File: src/rtl/ssd_pkg.sv
// Shared definitions for the seven-segment scan controller family.
package ssd_pkg;

    localparam int         NUM_DIGITS = 4;
    localparam logic [6:0] SEG_BLANK  = 7'b1111111;
    localparam logic [3:0] ANODE_OFF  = 4'b1111;

    typedef logic [1:0] digit_sel_t;

    // One complete set of per-display contents: four nibbles, decimal points and blanks.
    typedef struct packed {
        logic [15:0] data;
        logic [3:0]  dp;
        logic [3:0]  blank;
    } digit_frame_t;

    localparam digit_frame_t FRAME_CLEAR = '{data: 16'h0000, dp: 4'b0000, blank: 4'b0000};
    localparam digit_frame_t FRAME_DARK  = '{data: 16'h0000, dp: 4'b0000, blank: 4'b1111};

    // Active-low one-cold anode pattern selecting a single digit.
    function automatic logic [3:0] anode_for(input digit_sel_t sel);
        return ~(4'b0001 << sel);
    endfunction

endpackage

File: src/rtl/seven_segment.sv
// Combinational hex to active-low seven-segment decoder, bit order {g,f,e,d,c,b,a}.
module seven_segment (
    input  logic [3:0] data,
    output logic [6:0] segment
);

    // Standard hex glyphs, lowercase b and d so they differ from 8 and 0.
    always_comb begin
        segment = 7'b1111111;
        unique case (data)
            4'h0: segment = 7'b1000000;
            4'h1: segment = 7'b1111001;
            4'h2: segment = 7'b0100100;
            4'h3: segment = 7'b0110000;
            4'h4: segment = 7'b0011001;
            4'h5: segment = 7'b0010010;
            4'h6: segment = 7'b0000010;
            4'h7: segment = 7'b1111000;
            4'h8: segment = 7'b0000000;
            4'h9: segment = 7'b0010000;
            4'hA: segment = 7'b0001000;
            4'hB: segment = 7'b0000011;
            4'hC: segment = 7'b1000110;
            4'hD: segment = 7'b0100001;
            4'hE: segment = 7'b0000110;
            4'hF: segment = 7'b0001110;
        endcase
    end

endmodule

File: src/rtl/ssd_scan_ctrl.sv
// Four-digit multiplexed seven-segment scan controller with frame-synchronous
// double buffering: loads land in staging and only reach the display at a frame
// boundary, so a digit never shows a mix of old and new data mid-scan.
module ssd_scan_ctrl
    import ssd_pkg::*;
#(
    parameter int REFRESH_BITS = 17
) (
    input  logic        clk,
    input  logic        reset,
    input  logic        enable,
    input  logic        load,
    input  logic [15:0] data_in,
    input  logic [3:0]  dp_in,
    input  logic [3:0]  blank_in,
    output logic [6:0]  segment,
    output logic        dp,
    output logic [3:0]  anode,
    output logic [1:0]  digit_sel,
    output logic        frame_done,
    output logic        load_pending
);

    logic [REFRESH_BITS-1:0] refresh_cnt;
    logic                    tick;
    logic                    frame_boundary;
    digit_frame_t            staging;
    digit_frame_t            display;
    logic [3:0]              cur_nibble;
    logic [6:0]              decoded;

    assign tick           = enable & (&refresh_cnt);
    assign frame_boundary = tick & (digit_sel == 2'd3);
    assign cur_nibble     = display.data[{digit_sel, 2'b00} +: 4];

    seven_segment u_decode (
        .data    (cur_nibble),
        .segment (decoded)
    );

    // Refresh prescaler: free-runs while enabled, holds its value while disabled.
    always_ff @(posedge clk or posedge reset) begin
        if (reset)
            refresh_cnt <= '0;
        else if (enable)
            refresh_cnt <= refresh_cnt + {{(REFRESH_BITS-1){1'b0}}, 1'b1};
    end

    // Digit scan index advances on each tick; frame_done marks the 3->0 wrap.
    always_ff @(posedge clk or posedge reset) begin
        if (reset) begin
            digit_sel  <= 2'd0;
            frame_done <= 1'b0;
        end else begin
            frame_done <= frame_boundary;
            if (tick)
                digit_sel <= digit_sel + 2'd1;
        end
    end

    // Staging captures every load; display takes the old staging only at a boundary.
    always_ff @(posedge clk or posedge reset) begin
        if (reset) begin
            staging      <= FRAME_CLEAR;
            display      <= FRAME_DARK;
            load_pending <= 1'b0;
        end else begin
            if (frame_boundary && load_pending)
                display <= staging;
            if (load) begin
                staging      <= '{data: data_in, dp: dp_in, blank: blank_in};
                load_pending <= 1'b1;
            end else if (frame_boundary) begin
                load_pending <= 1'b0;
            end
        end
    end

    // Registered digit drive so anode, segment and dp switch together.
    always_ff @(posedge clk or posedge reset) begin
        if (reset) begin
            anode   <= ANODE_OFF;
            segment <= SEG_BLANK;
            dp      <= 1'b1;
        end else if (!enable || display.blank[digit_sel]) begin
            anode   <= ANODE_OFF;
            segment <= SEG_BLANK;
            dp      <= 1'b1;
        end else begin
            anode   <= anode_for(digit_sel);
            segment <= decoded;
            dp      <= ~display.dp[digit_sel];
        end
    end

endmodule

File: config.mk
export PLATFORM = sky130hd
export DESIGN_NAME = ssd_scan_ctrl
export DESIGN_NICKNAME = d
export VERILOG_FILES = /design/src/rtl/ssd_pkg.sv /design/src/rtl/seven_segment.sv /design/src/rtl/ssd_scan_ctrl.sv
export SDC_FILE = /design/constraint.sdc
export NUM_CORES = 1
export LEC_CHECK = 0
export ABC_AREA = 1
export CAP_MARGIN = 20
export CORE_MARGIN = 4
export CORE_UTILIZATION = 40
export DETAILED_ROUTE_END_ITERATION = 7
export GPL_TIMING_DRIVEN = 0
export PLACE_DENSITY = 0.6
export SLEW_MARGIN = 25
export SYNTH_ARGS = -nofsm -noshare
export SYNTH_HDL_FRONTEND = slang
export SYNTH_SLANG_ARGS = --single-unit
File: constraint.sdc
create_clock -name clk -period 6.8 [get_ports clk]
set_clock_uncertainty 0.2 [all_clocks]
set_input_delay 2.04 -clock clk [delete_from_list [all_inputs] [get_ports clk]]
set_output_delay 2.04 -clock clk [all_outputs]
set_load 0.1 [all_outputs]
==> results of run 1 <==
layer usage:
metal,up-vias,routed length [um]
met2,49,3281
met3,10,297
met4,0,123
li1,1374,-
met1,1250,3471
met5,-,0
sequential cells by signal, summed over array words and instances (netlist names):
name,count
display,24
load_pending,1
digit_sel,2
refresh_cnt,17
anode,4
staging,24
segment,7
frame_done,1
dp,1
worst paths after layout:
kind / startpoint / end / slack (ns) / depth (start not counted)
hold reg to reg: display[3] / display[3] / 0.28 / 2
max in group asynchronous: reset / segment[2] / 3.94 / 3
hold / removal: display[3] / display[3] / 0.28 / 2
setup reg to reg: refresh_cnt[3] / display[5] / 4.59 / 12
min in group asynchronous: reset / refresh_cnt[13] / 1.83 / 2
setup / recovery: digit_sel[1] / digit_sel[1] / 2.43 / 1
metrics by stage:
stage	hold slack, ns	setup slack (ns)	instance area, um2	std cells	power (uW)
floorplan	0.2457	2.506	3655	405	615.3
global placement	0.2623	1.241	4200	554	649.5
detailed placement	0.2623	2.770	4230	555	655.8
CTS	0.2762	2.386	4444	571	1040
global route	0.3039	2.358	4444	571	1082
finish	0.2751	2.425	4444	571	1027
cells in the mapped netlist (4+ instances only):
master,instances,area (um2)
buf_6,5,56.30
o21ai_0,46,230.2
ha_1,12,150.1
xor2_1,9,78.83
dfstp_2,16,420.4
nor2_1,13,48.80
nand3_1,29,145.1
nor2_2,6,37.54
dfrtp_1,65,1627
nand2_1,126,473.0
clkbuf_1,7,26.28
inv_1,44,165.2
o21ai_1,4,20.02
area by class of cell:
cell class / count / area (um2) / share of cell area (%)
Multi-Input combinational cell: 265 / 1345 / 30.26
Timing Repair Buffer: 42 / 437.9 / 9.854
Inverter: 46 / 175.2 / 3.941
Buffer: 13 / 90.09 / 2.027
Sequential cell: 81 / 2047 / 46.06
Tap cell: 108 / 135.1 / 3.041
Clock inverter: 3 / 65.06 / 1.464
Clock buffer: 13 / 148.9 / 3.350
logic make-up after synthesis:
group	synth area share, %
and+or+nand+nor	21.88
AOI/OAI and AO/OA	7.943
xor gates and xnor gates	2.876
DFF	56.01
adders and majority gates	4.108
buffers and inverters	7.190
worst reg2reg max path: stages, from the launching register on:
cell	delay [ns]
dfrtp_1	0.41
nand2_1	0.11
nor2_1	0.11
nand4_1	0.08
nor3_1	0.20
ha_1	0.20
nand2_2	0.08
nor2_2	0.14
nand2_1	0.11
buf_6	0.16
buf_6	0.14
nand2_1	0.05
o21ai_0	0.07
cells in the final DEF, fill, tap and decap left out, drive strengths merged, types with 2 or more instances in the layout:
| cell type | count |
|---|---|
| nand2 | 129 |
| dfrtp | 65 |
| o21ai | 51 |
| inv | 46 |
| clkdlybuf4s50 | 41 |
| nand3 | 30 |
| nor2 | 20 |
| clkbuf | 20 |
| dfstp | 16 |
| ha | 12 |
| xor2 | 9 |
| buf | 7 |
| nand4 | 3 |
| xnor2 | 3 |
| nand3b | 2 |
| a21oi | 2 |
| bufinv | 2 |
| nor3 | 2 |
power by group:
group	switching [uW]	internal, uW
Clock	165	217
Combinational	64.7	42.3
Sequential	21.7	517
==> metrics.csv, run 1 <==
metric;value;unit
Max Clk Rate;228.6;MHz
Pwr Density;231.1;nW/um2
Post-Synthesis Cell Area;3655;um2
Max Slew Vio Count;0;
Ys Warns;0;
Starting Density;41.50;%
Mapped Avg Cell Area;9.024;um2
busiest grt layer;met2;
Yosys cell types;27;
Worst-Skew Late Latency;0.34;ns
CTS Buffer Depth;2;
register area share after synthesis;56.01;%
crit-path cells;clkdlybuf4s50_1;
Crit path arrival time;2.13;ns
ys async rst share;100.0;%
number of max-cap violations;0;
first-pass GRT wire length;12.54;mm
Die Span X;103.6;um
drt first pass iters;4;
crit path kind;register to output port;
DP HPWL;5.172;mm
Slowest-stage cell, CP;clkdlybuf4s50_1;
Hold Vio Cnt, Final;0;
met1 usage in global routing;19.56;%
WP data required;4.56;ns
Leakage;0.002146;uW
startpoint types;register;
met3 Usage GRT;3.545;%
Tightest Pin Transition;0.9689;ns
DRC violations left;0;
Initial DRC Count;73;
syn_nets;445;
RSZ-0062 raised after global routing;no;
number of synthesized flops with an enable pin;0;
vias in the first global route;2572;
Hold Crit Class;register to register;
io pins;44;
Mapped Cells;405;
biggest cell delay along the critical path;1.22;ns
final core utilization;50.47;%
ys flop type;dfrtp_1;
TritonCTS clock tree;built;
count of input and output buffers;41;
post-DR vias/cell;4.699;
# Post-CTS Setup Buffers;0;
largest net degree at the start of global routing;54;
Post-DRT Antenna Nets;0;
chip height;103.6;um
CTS sink count;81;
vias post-DR;2683;
n_diodes;0;
Seq cells post-synth;81;
setup TNS;0;ns
GP Congestion;0.8406;
area grow syn2layout;21.60;%
VDD IR max;0.1014;mV
clock-pin slew on the worst setup and hold paths;0.08;ns
Final min period;4.375;ns
final setup fails;0;
Congestion Overflow GR;0;
final wirelength;7.173;mm
Num CTS Buffers;9;
routed length per instance;12.56;um
crit path max fanout;9;
CTS Hold Bufs;0;
FP Rows;34;
delay-heaviest family, CP;buffers and inverters;
post-cts sizing count;0;
Fill cells;865;
Rel. slew slack;35.20;%
Die Area;10730;um2
status;finished clean;
root buf cell;clkbuf_8;
CP Capture Type;output port;
core area;8806;um2
crit share post-route;64.34;%
Nets;498;
GRT Util Overall;14.35;%
CTS H-Tree Depth;3;
buffer and inverter count on the worst path;1;
met2 usage;22.24;%
share of layout cells above drive strength 1;11.23;%
initial antenna violation count;0;
Power figures use the tool's default switching activity.
==> run 2, diff against run 1 <==
clock period = 4.13 ns   (was 6.8 ns; I/O delays follow)
==> results of run 2 <==
Same layout as run 1 (identical final DEF). Status: finished clean.
Main changes from that run: setup slack after placement 2.770 ns -> 0.9012 ns; setup slack after layout 2.425 ns -> 0.5561 ns; register-to-register setup slack 4.59 ns -> 1.92 ns; total power 1027 uW -> 1691 uW; worst IR drop on VDD 0.1014 mV -> 0.1670 mV
==> run 3, diff against run 2 <==
SETUP_SLACK_MARGIN = 0.15   (was not set)
==> results of run 3 <==
Same layout as run 1 (identical final DEF). Status: finished clean.
Main changes from that run: setup slack after placement 2.770 ns -> 0.9012 ns; setup slack after layout 2.425 ns -> 0.5561 ns; register-to-register setup slack 4.59 ns -> 1.92 ns; total power 1027 uW -> 1691 uW; worst IR drop on VDD 0.1014 mV -> 0.1670 mV
